<file path="config.mk">
export PLATFORM = sky130hd
export DESIGN_NAME = gcd_stein_flat
export DESIGN_NICKNAME = d
export VERILOG_FILES = /design/src/rtl/gcd_pkg.sv /design/src/rtl/gcd_stein_if.sv /design/src/rtl/gcd_stein_dp.sv /design/src/rtl/gcd_stein.sv /design/src/flat_wrapper.sv
export SDC_FILE = /design/constraint.sdc
export NUM_CORES = 1
export LEC_CHECK = 0
export CORE_MARGIN = 3
export CORE_UTILIZATION = 56
export DETAILED_ROUTE_END_ITERATION = 8
export MAX_ROUTING_LAYER = met4
export PLACE_DENSITY = 0.78
export SLEW_MARGIN = 40
export SYNTH_ARGS = -nofsm -noshare
export SYNTH_HDL_FRONTEND = slang
export SYNTH_SLANG_ARGS = --single-unit
</file>
<file path="constraint.sdc">
create_clock -name clk -period 4.4 [get_ports clk]
set_input_delay 0.44 -clock clk [delete_from_list [all_inputs] [get_ports clk]]
set_output_delay 0.44 -clock clk [all_outputs]
set_load 0.01 [all_outputs]
</file>
<file path="src/rtl/gcd_pkg.sv">
// rtl/gcd_pkg.sv - shared state encoding, defaults and width helper for the Stein GCD engine
package gcd_pkg;

    localparam int DEF_WIDTH = 16;
    localparam int DEF_CNT_W = 16;

    typedef enum logic [2:0] {
        IDLE,
        CHECK,
        STRIP,
        REDUCE,
        DONE
    } state_t;

    // k never exceeds WIDTH-1 shifts, so this always leaves headroom
    function automatic int k_width(input int w);
        return $clog2(w + 1);
    endfunction

endpackage

</file>
<file path="src/rtl/gcd_stein_if.sv">
// rtl/gcd_stein_if.sv - start/done request interface for the Stein GCD engine
interface gcd_stein_if
    import gcd_pkg::*;
#(
    parameter int WIDTH = DEF_WIDTH,
    parameter int CNT_W = DEF_CNT_W
);
    logic             start;
    logic [WIDTH-1:0] Ain;
    logic [WIDTH-1:0] Bin;
    logic [WIDTH-1:0] answer;
    logic             done;
    logic             busy;
    logic             zero_in;
    logic [CNT_W-1:0] iterations;

    modport master (
        output start, Ain, Bin,
        input  answer, done, busy, zero_in, iterations
    );

    modport slave (
        input  start, Ain, Bin,
        output answer, done, busy, zero_in, iterations
    );
endinterface

</file>
<file path="src/rtl/gcd_stein_dp.sv">
// rtl/gcd_stein_dp.sv - operand registers, shifter, comparator and subtractor for binary GCD
module gcd_stein_dp
    import gcd_pkg::*;
#(
    parameter int WIDTH = DEF_WIDTH
) (
    input  logic             clk,
    input  logic             reset,
    input  logic             load,
    input  state_t           state,
    input  logic [WIDTH-1:0] ain,
    input  logic [WIDTH-1:0] bin,
    output logic             zero_op,
    output logic             both_even,
    output logic             reduce_eq,
    output logic [WIDTH-1:0] result
);
    localparam int KW = k_width(WIDTH);

    logic [WIDTH-1:0] a;
    logic [WIDTH-1:0] b;
    logic [KW-1:0]    k;

    assign zero_op   = (a == '0) || (b == '0);
    assign both_even = ~a[0] & ~b[0];
    // Equality only terminates once both sides are odd
    assign reduce_eq = a[0] & b[0] & (a == b);
    assign result    = zero_op ? (a | b) : (a << k);

    always_ff @(posedge clk or posedge reset) begin
        if (reset) begin
            a <= '0;
            b <= '0;
            k <= '0;
        end else if (load) begin
            a <= ain;
            b <= bin;
            k <= '0;
        end else begin
            case (state)
                STRIP: begin
                    if (both_even) begin
                        a <= a >> 1;
                        b <= b >> 1;
                        k <= k + 1'b1;
                    end
                end
                REDUCE: begin
                    if (!a[0])       a <= a >> 1;
                    else if (!b[0])  b <= b >> 1;
                    else if (a == b) a <= a;
                    else if (a > b)  a <= a - b;
                    else             b <= b - a;
                end
                default: ;
            endcase
        end
    end

endmodule

</file>
<file path="src/rtl/gcd_stein.sv">
// rtl/gcd_stein.sv - multi-cycle binary GCD coprocessor: control FSM, cycle counter, result registers
module gcd_stein
    import gcd_pkg::*;
#(
    parameter int WIDTH = DEF_WIDTH,
    parameter int CNT_W = DEF_CNT_W
) (
    input  logic        clk,
    input  logic        reset,
    gcd_stein_if.slave  bus
);
    state_t           state;
    state_t           state_next;
    logic             load;
    logic             finish;
    logic             zero_op;
    logic             both_even;
    logic             reduce_eq;
    logic [WIDTH-1:0] result;
    logic [CNT_W-1:0] cnt;
    logic [CNT_W-1:0] cnt_inc;
    logic [WIDTH-1:0] answer_q;
    logic [CNT_W-1:0] iterations_q;
    logic             zero_in_q;

    gcd_stein_dp #(.WIDTH(WIDTH)) u_dp (
        .clk       (clk),
        .reset     (reset),
        .load      (load),
        .state     (state),
        .ain       (bus.Ain),
        .bin       (bus.Bin),
        .zero_op   (zero_op),
        .both_even (both_even),
        .reduce_eq (reduce_eq),
        .result    (result)
    );

    assign cnt_inc = (&cnt) ? cnt : cnt + 1'b1;

    always_ff @(posedge clk or posedge reset) begin
        if (reset) state <= IDLE;
        else       state <= state_next;
    end

    always_comb begin
        state_next = state;
        load       = 1'b0;
        finish     = 1'b0;
        case (state)
            IDLE: begin
                if (bus.start) begin
                    load       = 1'b1;
                    state_next = CHECK;
                end
            end
            CHECK: begin
                if (zero_op) begin
                    finish     = 1'b1;
                    state_next = DONE;
                end else begin
                    state_next = STRIP;
                end
            end
            STRIP: begin
                if (!both_even) state_next = REDUCE;
            end
            REDUCE: begin
                if (reduce_eq) begin
                    finish     = 1'b1;
                    state_next = DONE;
                end
            end
            DONE:    state_next = IDLE;
            default: state_next = IDLE;
        endcase
    end

    // iterations includes the cycle that moves into DONE
    always_ff @(posedge clk or posedge reset) begin
        if (reset) begin
            cnt          <= '0;
            answer_q     <= '0;
            iterations_q <= '0;
            zero_in_q    <= 1'b0;
        end else begin
            if (load)
                cnt <= '0;
            else if (state == CHECK || state == STRIP || state == REDUCE)
                cnt <= cnt_inc;
            if (state == CHECK)
                zero_in_q <= zero_op;
            if (finish) begin
                answer_q     <= result;
                iterations_q <= cnt_inc;
            end
        end
    end

    assign bus.answer     = answer_q;
    assign bus.iterations = iterations_q;
    assign bus.zero_in    = zero_in_q;
    assign bus.done       = (state == DONE);
    assign bus.busy       = (state != IDLE);

endmodule
</file>
<file path="src/flat_wrapper.sv">
// flat-port wrapper written by rule: the top's interface ports become plain ports
module gcd_stein_flat import gcd_pkg::*;
#(
    parameter int WIDTH = DEF_WIDTH,
    parameter int CNT_W = DEF_CNT_W
)
  (clk, reset, bus_start, bus_Ain, bus_Bin, bus_answer, bus_done, bus_busy, bus_zero_in, bus_iterations);
  gcd_stein_if #(.WIDTH(WIDTH), .CNT_W(CNT_W)) bus_i ();
  input  logic clk;
  input  logic reset;
  input wire logic [$bits(bus_i.start)-1:0] bus_start;
  input wire logic [$bits(bus_i.Ain)-1:0] bus_Ain;
  input wire logic [$bits(bus_i.Bin)-1:0] bus_Bin;
  output wire logic [$bits(bus_i.answer)-1:0] bus_answer;
  output wire logic [$bits(bus_i.done)-1:0] bus_done;
  output wire logic [$bits(bus_i.busy)-1:0] bus_busy;
  output wire logic [$bits(bus_i.zero_in)-1:0] bus_zero_in;
  output wire logic [$bits(bus_i.iterations)-1:0] bus_iterations;
  assign bus_i.start = bus_start;
  assign bus_i.Ain = bus_Ain;
  assign bus_i.Bin = bus_Bin;
  assign bus_answer = bus_i.answer;
  assign bus_done = bus_i.done;
  assign bus_busy = bus_i.busy;
  assign bus_zero_in = bus_i.zero_in;
  assign bus_iterations = bus_i.iterations;
  gcd_stein #(.WIDTH(WIDTH), .CNT_W(CNT_W)) u_core (.clk(clk), .reset(reset), .bus(bus_i));
endmodule
</file>
# After elaboration in Yosys (flattened, before gate mapping)
# Index checks and enable logic that the tools add are counted.
[totals]
reg_bits = 89
inputBits = 35
out_inout_bits = 35
elab_cells = 86
[classes]
addsub = 4
magnitude_cmp = 1
n_eq_ne = 15
shift = 1
mux = 31
bitwise_logic = 6
reduce_logical = 18
[ops]
columns = ["operator", "count"]
rows = [
  ["16-bit two-way mux", 16],
  ["16-bit one-hot mux with 2 select lines", 2],
  ["16-bit zero test", 2],
  ["16-bit subtractor", 2],
  ["4-bit by 3-bit != test with 1-bit output (second input constant)", 5],
  ["16-bit by 1-bit adder with 16-bit output (second input constant)", 1],
  ["16-bit == test", 1],
  ["16-bit greater-than comparator", 1],
  ["16-bit bitwise OR", 1],
  ["16-bit AND reduction", 1],
  ["16-bit by 5-bit << shifter with 16-bit output", 1],
  ["5-bit two-way mux", 3],
  ["3-bit two-way mux", 4],
  ["3-bit one-hot mux with 4 select lines", 1],
  ["5-bit AND reduction", 2],
  ["3-bit by 2-bit == test with 1-bit output (second input constant)", 2],
  ["3-bit AND reduction", 2],
  ["2-bit nonzero test", 3],
  ["3-bit nonzero test", 2],
  ["5-bit by 1-bit adder with 5-bit output (second input constant)", 1],
  ["1-bit two-way mux", 4],
  ["2-bit != test (second input constant)", 2],
  ["2-bit AND reduction", 2],
  ["1-bit AND", 3],
  ["9 further kinds", 12],
]

# Logic depth before layout (Yosys ltp)
[logic_depth]
depth_word = 7
ltp_mapped = 14
ltp_nobuf = 11

# Cells and area by module
# From an unflattened synthesis, not the netlist that was laid out.
[unflattened]
cells_unflattened = 880
area_unflattened_um2 = 7420.9
[by_module_without_submodules]
columns = ["module", "n_inst", "cells_each", "area_each_um2", "seq_area_each_um2"]
rows = [
  ["gcd_stein_dp", 1, 594, 4814.6, 925.9],
  ["gcd_stein", 1, 286, 2606.2, 1301.2],
]

# Worst setup path after synthesis
# No wires, ideal clock.
[synth_path]
path_type = "reg2reg"
start = "register u_core.u_dp.a[0]"
end = "register u_core.u_dp.a[2]"
setup_ps = 128
t_arrival_ps = 2884
t_required_ps = 4272
setup_slack_ps = 1388
stages_incl_launch_ff = 14
path_buffers = 2
period_less_slack_ps = 3012
path_cell_list = "dfrtp_1 clkbuf_1 inv_1 ha_1 inv_1 fa_1 nor2b_1 o311ai_2 a311oi_2 nor3_4 nor2_4 buf_2 a221oi_1 o31ai_2"
[synth_between]
elab_chain_len = 7
word_cells_on_any_way = 16
cone_classes = "add/sub (1); order compare (1); eq/ne (5); mux (6); bitwise (2); reduce/logical (1)"
[synth_rtl]
columns = ["element", "line_no", "rtl"]
rows = [
  ["start, declared", "gcd_stein_dp.sv:20", "logic [WIDTH-1:0] a;"],
  ["start signal, assigned", "gcd_stein_dp.sv:36", "a <= ain;"],
  ["start signal, assigned", "gcd_stein_dp.sv:43", "a <= a >> 1;"],
  ["start signal, assigned", "gcd_stein_dp.sv:49", "if (!a[0]) a <= a >> 1;"],
  ["16-bit subtractor", "gcd_stein_dp.sv:52", "else if (a > b) a <= a - b;"],
  ["16-bit two-way mux", "gcd_stein_dp.sv:52", ""],
  ["16-bit two-way mux", "gcd_stein_dp.sv:51", "else if (a == b) a <= a;"],
  ["16-bit two-way mux", "gcd_stein_dp.sv:50", "else if (!b[0]) b <= b >> 1;"],
  ["16-bit two-way mux", "gcd_stein_dp.sv:49", ""],
  ["16-bit one-hot mux with 2 select lines", "gcd_stein_dp.sv:40", "case (state)"],
  ["16-bit two-way mux", "gcd_stein_dp.sv:35", "end else if (load) begin"],
]
# Parallel ways exist; a longest one is shown, timed or not. The select of a mux whose other input is x is not followed.
# A chain may end at the register's enable or synchronous reset.

# Worst setup path in the final report
[layout_path]
start = "register u_core.u_dp.a[7]"
end = "register u_core.u_dp.a[11]"
# The elaborated chain is that of the path after synthesis.

==> results.yml <==
outcome:
  status: "complete, no violations"
global_routing:
  grt_use_total: 0.300
  antenna_found_initial: 0
  grt_max_degree: 62
  grt_pass1_vias: 6261
  grt_pass1_wl_mm: 33.6
  grt.overflow.total: 0
finish:
  area_growth_pct: 13.9
  fillers: 1119
  fin_util: 0.661
  num_antenna_cells: 0
  drive_gt1_frac: 0.0799
  fin_nets: 1009
route:
  routedWlPerCell_um: 19.3
  viasPerCell: 6.28
  vias: 6900
  drc: 0
  wl_mm: 21.2
  drt_iter0_drc: 810
  firstDrtPassIters: 5
  ant_nets: 0
logic_synthesis:
  synth.distinct_cells: 77
  ys_ff_latch: 89
  syn_nets: 978
  synthArstFlopShare: 1.00
  netlist_top_cells_area: "dfrtp_1 30%, ha_1 8.6%, nand2_1 5.1%"
  syn_area_um2: 7410
  syn_area_per_cell_um2: 8.33
  synth_ff_type: "dfrtp_1"
  synth_top_area_frac: 0.300
  yosysWarningCount: 0
  yosysTopAreaCell: "dfrtp_1"
  ys_top_cells_by_count: "101 x nand2_1, 99 x nor2_1, 89 x dfrtp_1"
  seq_area_frac_synth: 0.300
  yosysMostFrequentCell: "nand2_1"
  synth_enable_flop_cells: 0
  synth_cells: 890
worst_setup_path:
  start_kind: "register"
  critPathKind: "reg -> reg"
  end_kind: "register"
  crit_required_ns: 4.66
  path_max_fanout: 29
  arrival_ns: 3.67
pwr:
  power_density_nw_per_um2: 905
  ir_drop_mv: 0.459
  leakagePower_nw: 3.42
timing:
  fin_crit_sh: 0.774
  maxSlewViolCount: 0
  hold_viol: 0
  tns_ns: 0
  maxSlewHeadroom: 0.472
  setup_violations: 0
  max_clock_freq_mhz: 294
  worstMarginPinSlew_ns: 0.785
  min_period_ns: 3.41
  clock_skew_ns: 0.00994
  rsz0062_at_grt: "no"
clock_tree:
  clockRootBuffer: "clkbuf_16"
  clock_latency_ns: 0.36
  cts_max_path_buffers: 2
  cts_inserted_buffers: 9
  cts_sinks: 89
  cts_resized: 0
  cts_tree: "built"
  clk_pin_slew_ns: 0.07
  htreeDepth: 3
  post-cts-setup-buffers: 0
  hold_buffers: 0
die:
  dieArea_um2: 14700
  start_util: 0.580
  io_pins: 70
  die_y_um: 121
  rows: 41
  core_um2: 12800
  die_x_um: 121
place:
  hpwl_mm: 16.2
  numPortBuffers: 69
  gp_congestion: 0.986
worst_hold_path:
  hp-class: "in -> async"
job:
  cap_violations: 0
==> area by class of cell <==
type                            instances  area, um^2  area share
Clock inverter                          6        75.1     0.00889
Sequential cell                        89        2230       0.264
Multi-Input combinational cell        688        4720       0.558
Tap cell                              172         215      0.0255
Timing Repair Buffer                   78         774      0.0917
Clock buffer                           10         229      0.0271
Inverter                               55         208      0.0246
==> flip-flops by register name (all words and copies together), names as in the netlist <==
name                   flops
u_core.u_dp.a             16
u_core.bus.iterations     16
u_core.bus.answer         16
u_core.u_dp.b             16
u_core.u_dp.k              5
u_core.cnt                16
u_core.state               3
u_core.bus.zero_in         1
==> worst paths after layout <==
path,cells after the start,slack (ns),from,to
setup / recovery,10,0.99,u_core.u_dp.a[7],u_core.u_dp.a[11]
hold / removal,2,0.44,reset,u_core.bus.answer[9]
setup reg to reg,10,0.99,u_core.u_dp.a[7],u_core.u_dp.a[11]
hold reg to reg,2,0.48,u_core.bus.iterations[7],u_core.bus.iterations[7]
max in group asynchronous,3,3.04,reset,u_core.u_dp.k[1]
min in group clk,2,0.48,u_core.bus.iterations[7],u_core.bus.iterations[7]
==> power breakdown <==
part           switching (mW)  leakage [nW]  internal (mW)  total [mW]
registers               0.506          1.15           1.15        1.66
clock network           0.370         0.145          0.449       0.819
logic                    3.01          2.13           2.16        5.17
total                    3.88          3.42           3.76        7.64
==> worst max-delay path, stage by stage (launching register included) <==
cell and delay (ns):
dfrtp_1 0.50, inv_1 0.12, ha_1 0.53, clkinv_1 0.37
a311oi_1 0.45, a311oi_2 0.11, nor3_4 0.36, o31a_1 0.21
buf_4 0.33, nor2_2 0.08, a221oi_2 0.22
==> routing by layer <==
metal / routed length [um] / GRT usage / part of all wire / up-vias
met5: 0 / - / 0 / -
met4: 584 / 0.104 / 0.028 / 0
met3: 1530 / 0.0368 / 0.072 / 44
met2: 9170 / 0.433 / 0.43 / 322
met1: 9890 / 0.436 / 0.47 / 3274
li1: - / - / - / 3260
==> cells in the final DEF, fill, tap and decap left out, drive strengths merged, types with 10 or more instances in the layout <==
master         netlist  layout
a21oi               47      47
ha                  51      51
clkdlybuf4s50        0      69
nor2               101     101
dfrtp               89      89
a221oi              23      23
nand2              101     101
o21ai               69      69
nor2b               11      11
xnor2               31      31
nand2b              14      14
nand3               14      14
a31oi               15      15
clkbuf              38      10
nor3                15      15
o31ai               27      27
inv                 54      55
nor4                15      15
mux2i               20      20
==> logic make-up after synthesis <==
kind of cell    synth area share
simple gates               0.203
compound gates             0.228
buf+inv                   0.0658
flops                      0.300
fa+ha+maj                 0.0915
xor+xnor                  0.0473
mux                       0.0635
==> stage by stage <==
step                      setup slack [ns]  area [um^2]  instances  hold WS, ns  power (mW)
after global placement               0.924         8100       1081        0.461        6.65
after global routing                 0.712         8450       1098        0.490        8.23
after floorplan                       1.39         7410        890        0.483        5.40
after CTS                             1.07         8440       1098        0.455        7.55
final                                0.993         8450       1098        0.441        7.64
after detailed placement              1.07         8130       1082        0.471        6.70
(Power assumes the default switching activity.)
